$ cat config.mk
export PLATFORM = sky130hd
export DESIGN_NAME = pipelined_adder
export DESIGN_NICKNAME = d
export VERILOG_FILES = /design/src/rtl/pipelined_adder.sv
export SDC_FILE = /design/constraint.sdc
export NUM_CORES = 1
export LEC_CHECK = 0
export ABC_AREA = 1
export BUFFER_PORTS_ARGS = -buffer_cell sky130_fd_sc_hd__buf_2
export CORE_AREA = 2 2 113 115
export CTS_BUF_LIST = sky130_fd_sc_hd__clkbuf_4 sky130_fd_sc_hd__clkbuf_8
export CTS_CLUSTER_SIZE = 8
export DETAILED_ROUTE_END_ITERATION = 16
export DIE_AREA = 0 0 115 117
export PLACE_DENSITY = 0.64
export SLEW_MARGIN = 20
export SYNTH_ARGS = -nofsm -noshare
export SYNTH_HDL_FRONTEND = slang
export SYNTH_SLANG_ARGS = --single-unit
$ cat constraint.sdc
create_clock -name clk -period 9.53 [get_ports clk]
set_clock_uncertainty 0.2 [all_clocks]
set_input_delay 1.4295 -clock clk [delete_from_list [all_inputs] [get_ports clk]]
set_output_delay 1.4295 -clock clk [all_outputs]
set_load 0.01 [all_outputs]
$ cat src/rtl/pipelined_adder.sv
// pipelined_adder
//
// Parametrised WIDTH-bit adder/subtractor. The word is split into STAGES
// equal slices of CHUNK = WIDTH/STAGES bits. Stage k ripple-adds slice k
// using the carry registered by stage k-1. Lower slice results computed so
// far travel down the pipe alongside the operands that are still unconsumed.
//
// Handshake (both sides): a transfer happens on a rising clk edge where
// valid and ready are both 1. Once valid is raised, the producer holds its
// data until that transfer. in_ready = !out_valid || out_ready, and it is
// forced low while rst_n is low. When in_ready is 1 every stage loads from
// the stage before it. Otherwise the whole pipe holds. Bubbles are not
// collapsed.
//
// Latency: operands accepted at edge T produce out_valid after edge
// T+STAGES-1. With no stall the pipe accepts one operand pair per cycle.
//
// Ports:
//   clk        rising-edge clock
//   rst_n      synchronous, active-low reset
//   in_valid   operands present          in_ready   operands accepted
//   a, b       operands (WIDTH bits)
//   cin        carry-in, add only
//   sub        1 = a - b, 0 = a + b + cin
//   out_valid  result present            out_ready  result accepted
//   sum        result (WIDTH bits)
//   cout       carry-out of MSB (subtract: 1 = no borrow)
//   overflow   signed two's-complement overflow
//
// Optional feature: define SATURATE_EN to make the final stage clamp sum to
// the most positive or most negative value on signed overflow.
module pipelined_adder #(
  parameter int WIDTH  = 16,
  parameter int STAGES = 4
) (
  input  logic             clk,
  input  logic             rst_n,
  input  logic             in_valid,
  output logic             in_ready,
  input  logic [WIDTH-1:0] a,
  input  logic [WIDTH-1:0] b,
  input  logic             cin,
  input  logic             sub,
  output logic             out_valid,
  input  logic             out_ready,
  output logic [WIDTH-1:0] sum,
  output logic             cout,
  output logic             overflow
);

  localparam int CHUNK = WIDTH / STAGES;
  localparam int LAST  = STAGES - 1;

  // Stage registers
  logic [STAGES-1:0] vld_q, vld_d;
  logic [STAGES-1:0] c_q, c_d;
  logic [WIDTH-1:0]  a_q [STAGES];
  logic [WIDTH-1:0]  a_d [STAGES];
  logic [WIDTH-1:0]  b_q [STAGES];
  logic [WIDTH-1:0]  b_d [STAGES];
  logic [WIDTH-1:0]  s_q [STAGES];
  logic [WIDTH-1:0]  s_d [STAGES];
  logic              ovf_q, ovf_d;

  // Inputs seen by each stage: stage 0 takes the prepared ports, and later
  // stages take the registers of the stage before them.
  logic [STAGES-1:0] v_st, c_st;
  logic [WIDTH-1:0]  a_st [STAGES];
  logic [WIDTH-1:0]  b_st [STAGES];
  logic [WIDTH-1:0]  s_st [STAGES];

  logic advance;

  assign in_ready = rst_n && (!vld_q[LAST] || out_ready);
  assign advance  = in_ready;

  // Subtraction is a + ~b + 1, so sub never needs to travel down the pipe.
  assign v_st[0] = in_valid;
  assign a_st[0] = a;
  assign b_st[0] = sub ? ~b : b;
  assign c_st[0] = sub ? 1'b1 : cin;
  assign s_st[0] = '0;

  for (genvar k = 1; k < STAGES; k++) begin : g_link
    assign v_st[k] = vld_q[k-1];
    assign a_st[k] = a_q[k-1];
    assign b_st[k] = b_q[k-1];
    assign c_st[k] = c_q[k-1];
    assign s_st[k] = s_q[k-1];
  end

  always_comb begin
    logic             carry;
    logic             c_msb;
    logic [WIDTH-1:0] s_tmp;
    carry = 1'b0;
    c_msb = 1'b0;
    s_tmp = '0;
    ovf_d = 1'b0;
    vld_d = '0;
    c_d   = '0;
    for (int k = 0; k < STAGES; k++) begin
      a_d[k] = '0;
      b_d[k] = '0;
      s_d[k] = '0;
    end

    for (int k = 0; k < STAGES; k++) begin
      carry = c_st[k];
      c_msb = 1'b0;
      s_tmp = s_st[k];
      for (int j = 0; j < CHUNK; j++) begin
        s_tmp[k*CHUNK+j] = a_st[k][k*CHUNK+j] ^ b_st[k][k*CHUNK+j] ^ carry;
        // After the loop this holds the carry into the slice's top bit. That
        // bit is the word MSB only in the last stage.
        c_msb = carry;
        carry = (a_st[k][k*CHUNK+j] & b_st[k][k*CHUNK+j]) |
                (carry & (a_st[k][k*CHUNK+j] ^ b_st[k][k*CHUNK+j]));
      end
      vld_d[k] = v_st[k];
      a_d[k]   = a_st[k];
      b_d[k]   = b_st[k];
      c_d[k]   = carry;
      if (k == LAST) begin
        ovf_d = c_msb ^ carry;
`ifdef SATURATE_EN
        // On overflow both operand MSBs are equal, and they give the sign of
        // the true result.
        if (c_msb ^ carry) begin
          s_tmp = a_st[k][WIDTH-1] ? {1'b1, {(WIDTH-1){1'b0}}}
                                   : {1'b0, {(WIDTH-1){1'b1}}};
        end
`endif
      end
      s_d[k] = s_tmp;
    end
  end

  always_ff @(posedge clk) begin
    if (!rst_n) begin
      vld_q <= '0;
      c_q   <= '0;
      ovf_q <= 1'b0;
      for (int k = 0; k < STAGES; k++) begin
        a_q[k] <= '0;
        b_q[k] <= '0;
        s_q[k] <= '0;
      end
    end else if (advance) begin
      vld_q <= vld_d;
      c_q   <= c_d;
      ovf_q <= ovf_d;
      for (int k = 0; k < STAGES; k++) begin
        a_q[k] <= a_d[k];
        b_q[k] <= b_d[k];
        s_q[k] <= s_d[k];
      end
    end
  end

  assign out_valid = vld_q[LAST];
  assign sum       = s_q[LAST];
  assign cout      = c_q[LAST];
  assign overflow  = ovf_q;

endmodule

* After elaboration in Yosys (flattened, before gate mapping) *
Memory sizes are Yosys's and may differ from the RTL's.
Cells that the tools add are included.

word-level totals
  bits in registers = 9
  memory bits (writable) = 192
  word-level logic and storage cells = 121
  memories kept = 3

cells by class
  multiplexer cells = 18
  bitwise operators = 94
  reductions and logical operators = 3

memory list
  memory  depth  bits a word  rd ports  clocked after Yosys merged registers in  wr ports  RTL line  text
  a_q     4      16           3         0                                        4         57        logic [WIDTH-1:0] a_q [STAGES];
  b_q     4      16           3         0                                        4         59        logic [WIDTH-1:0] b_q [STAGES];
  s_q     4      16           4         0                                        4         61        logic [WIDTH-1:0] s_q [STAGES];

operator list
  operator             number
  $mux W16             13
  $xor A1 B1 Y1        33
  $and A1 B1 Y1        32
  $or A1 B1 Y1         28
  $not A16 Y16         1
  $mux W1              5
  $logic_and A1 B1 Y1  1
  $logic_not A1 Y1     1
  $logic_or A1 B1 Y1   1

* Depth between registers and ports, before layout *
  depth after elaboration = 11
  mapped depth = 12

* Least setup slack after synthesis *
OpenSTA, ideal clock, no wires.

  path type = input port to flip-flop
  from = in sub
  to = mem s_q[0][3] (data pin)
  setup time = 0.255 ns
  data arrival time = 3.556 ns
  data required time = 9.075 ns
  path slack = 5.518 ns
  stages = 10
  path through = buf_4 buf_6 xnor2_1 fa_1 fa_1 fa_1 inv_1 fa_1 inv_1 nor2_1

RTL lines
  item         RTL line  text
  from (decl)  43        input logic sub,
  to (decl)    61

==> run_results.csv <==
group,metric,value,unit
sta,setup_viol,0,
finish,n_antenna_cell,0,
clock_tree,path_clk_slew,0.11,ns
power_and_ir_drop,powerDensity,171,mW/mm²
finish,syn_to_final_growth,13.9,%
grt,grt_max_degree,89,
place,dpl.hpwl,4100,µm
grt,track_usage,10.4,%
logic_synthesis,synth_area,0.00420,mm²
die,rows,41,
logic_synthesis,yosysMostFrequentCell,"inv_1",
clock_tree,numCtsBuffers,9,
grt,use_met3,3.30,%
die,pin_count,58,
finish,drive_gt1_share,18.9,%
power_and_ir_drop,power_leakage,2.17,nW
sta,clock.fmax,0.257,GHz
critical_path,critPathKind,"in -> reg",
logic_synthesis,synthArstFlopShare,0,%
sta,tns,0,ns
drt,via_per_inst,3.97,
critical_path,crit_arrival,3.80,ns
logic_synthesis,synth_area_per_cell,11.7,µm²
logic_synthesis,synth.cells.most_frequent,"inv_1, nor2_1, edfxtp_1, nand2_1, fa_1",
clock_tree,cts_resized,0,
job,cap_viol_max_count,0,
logic_synthesis,synth_top_area_cell,"edfxtp_1",
clock_tree,clockRootBuffer,"clkbuf_8",
drt,vias,2274,
logic_synthesis,synth_edf_count,88,
sta,period_needed,3.88,ns
drt,wl,6160,µm
critical_path,worst_ep_required_time,9.44,ns
power_and_ir_drop,internal-power,0.000624,W
critical_path,end_kind,"flop",
critical_path,worstPathMaxFanout,17,
die,initial_core_util,34.1,%
outcome,status,"complete, no violations",
die,die_h,117,µm
critical_path,worst_setup_path_start_kind,"input pin",
power_and_ir_drop,vdd_drop_max,0.0000731,V
clock_tree,post_cts_buffers,0,
sta,hold_viol,0,
grt,grt_use_met1,12.7,%
sta,maxSlewViolCount,0,
sta,tightestPinTransition,0.904,ns
logic_synthesis,synth_seq_cells,97,
power_and_ir_drop,pwr-share-clk,30.1,%
power_and_ir_drop,p_total,0.000817,W
clock_tree,cts_buffer_depth,2,
power_and_ir_drop,p_sw_share,23.6,%
finish,final_util,38.9,%
place,io_buffers,57,
drt,drt_first_iter_violations,130,
logic_synthesis,seq_area_frac_synth,67.1,%
sta,rsz0062_at_grt,"false",
grt,busiest_layer,"met2",
grt,grt_use_met2,16.9,%
clock_tree,postCtsHoldBufs,0,
drt,drt-pass1-iter-count,4,
die,die_x,115,µm
clock_tree,worstSkewPairLatency,0.37,ns
clock_tree,cts_sinks,97,
drt,wl_per_cell,10.7,µm
finish,layout.nets,472,
drt,ant_nets,0,
logic_synthesis,synth-main-ff-cell,"edfxtp_1",
logic_synthesis,syn_nets,414,
place,gp_congestion,0.714,
sta,slew_headroom,39.7,%
power_and_ir_drop,seq_power_share,61.5,%
logic_synthesis,synth_cell_types,15,
grt,grt_first_pass_wirelength,10600,µm
logic_synthesis,synth.area.top_cells,"edfxtp_1, inv_1, nor2_1",
grt,grt_pass1_vias,2308,
die,die-area,0.0135,mm²
grt,grt_antenna_before_repair,0,
logic_synthesis,yosysWarnings,0,
clock_tree,htreeDepth,3,
worst_hold_path,hold_path_class,"reg -> reg",
clock_tree,cts_tree,"built",
power_and_ir_drop,p_sw,0.000193,W
sta,period_share,40.8,%
power_and_ir_drop,combPwrFrac,8.3,%
logic_synthesis,synth_top_area_share,62.9,%
drt,drc,0,
logic_synthesis,syn_inst,360,
die,core,0.0123,mm²
grt,grt_overflow,0,
sequential cells by signal (all words and copies together) (netlist names):
| register | flops |
|---|---|
| vld_q | 4 |
| c_q | 4 |
| s_q | 40 |
| a_q | 24 |
| b_q | 24 |
| overflow | 1 |
worst paths after layout:
path                                from          to  slack [ns]  cells past startpoint
worst max register to register  vld_q[3]  b_q[0][45]        6.96                      4
worst min-delay path            vld_q[2]    vld_q[3]        0.25                      2
worst max-delay path                 sub   s_q[0][3]        5.65                      9
worst min register to register  vld_q[2]    vld_q[3]        0.25                      2
kinds of logic after synthesis:
kind of cell               share of synthesized area (%)
and+or+nand+nor                                     11.0
buffers and inverters                               10.7
xor gates and xnor gates                            3.33
AOI/OAI and AO/OA                                  0.208
DFF                                                 67.1
adders and majority gates                           7.62
worst max-delay path, cell delays in order:
cell and delay, ns:
buf_2 0.42, xnor2_1 0.17, fa_1 0.43, fa_1 0.41, fa_1 0.37, inv_1 0.07, fa_1 0.40, inv_1 0.06
nor2_1 0.04
through the flow:
step / hold slack (ns) / setup WS, ns / area, µm² / instances
2_1_floorplan: 0.219 / 5.52 / 4200 / 360
3_3_place_gp: 0.232 / 5.25 / 4610 / 557
3_5_place_dp: 0.243 / 5.19 / 4610 / 557
4_1_cts: 0.259 / 5.62 / 4790 / 573
5_1_grt: 0.280 / 5.50 / 4790 / 573
6_report: 0.254 / 5.65 / 4790 / 573
metal layers:
layer	vias up	routed length [µm]	share of wire [%]
met1	1030	2790	45
met2	52	2940	48
li1	1184	-	-
met4	0	125	2.0
met5	-	0	0
met3	8	308	5.0
placed cells by master (no fill, tap or decap), drive strengths merged:
cell | netlist | routed
clkinv | 0 | 2
nand2 | 31 | 31
a21oi | 1 | 1
xor2 | 1 | 1
inv | 98 | 100
clkinvlp | 0 | 2
dfxtp | 9 | 9
xnor2 | 15 | 15
nor2 | 90 | 90
buf | 11 | 58
fa | 16 | 16
clkbuf | 0 | 10
edfxtp | 88 | 88
area by class of cell:
class,count,area [µm²]
Timing Repair Buffer,58,293
Fill cell,1211,7520
Multi-Input combinational cell,154,936
Clock buffer,10,131
Tap cell,150,188
Clock inverter,6,50.0
Sequential cell,97,2820
Inverter,98,369
power by group through the flow:
stage / clock [W] / sequential (W) / combinational, W
5_1_grt: 0.000272 / 0.000506 / 0.0000815
4_1_cts: 0.000258 / 0.000503 / 0.0000704
3_5_place_dp: 0 / 0.000513 / 0.0000699
2_1_floorplan: 0 / 0.000513 / 0.0000473
3_3_place_gp: 0 / 0.000512 / 0.0000679
6_report: 0.000246 / 0.000503 / 0.0000682
Note: power is estimated with default switching activity, not from simulation.
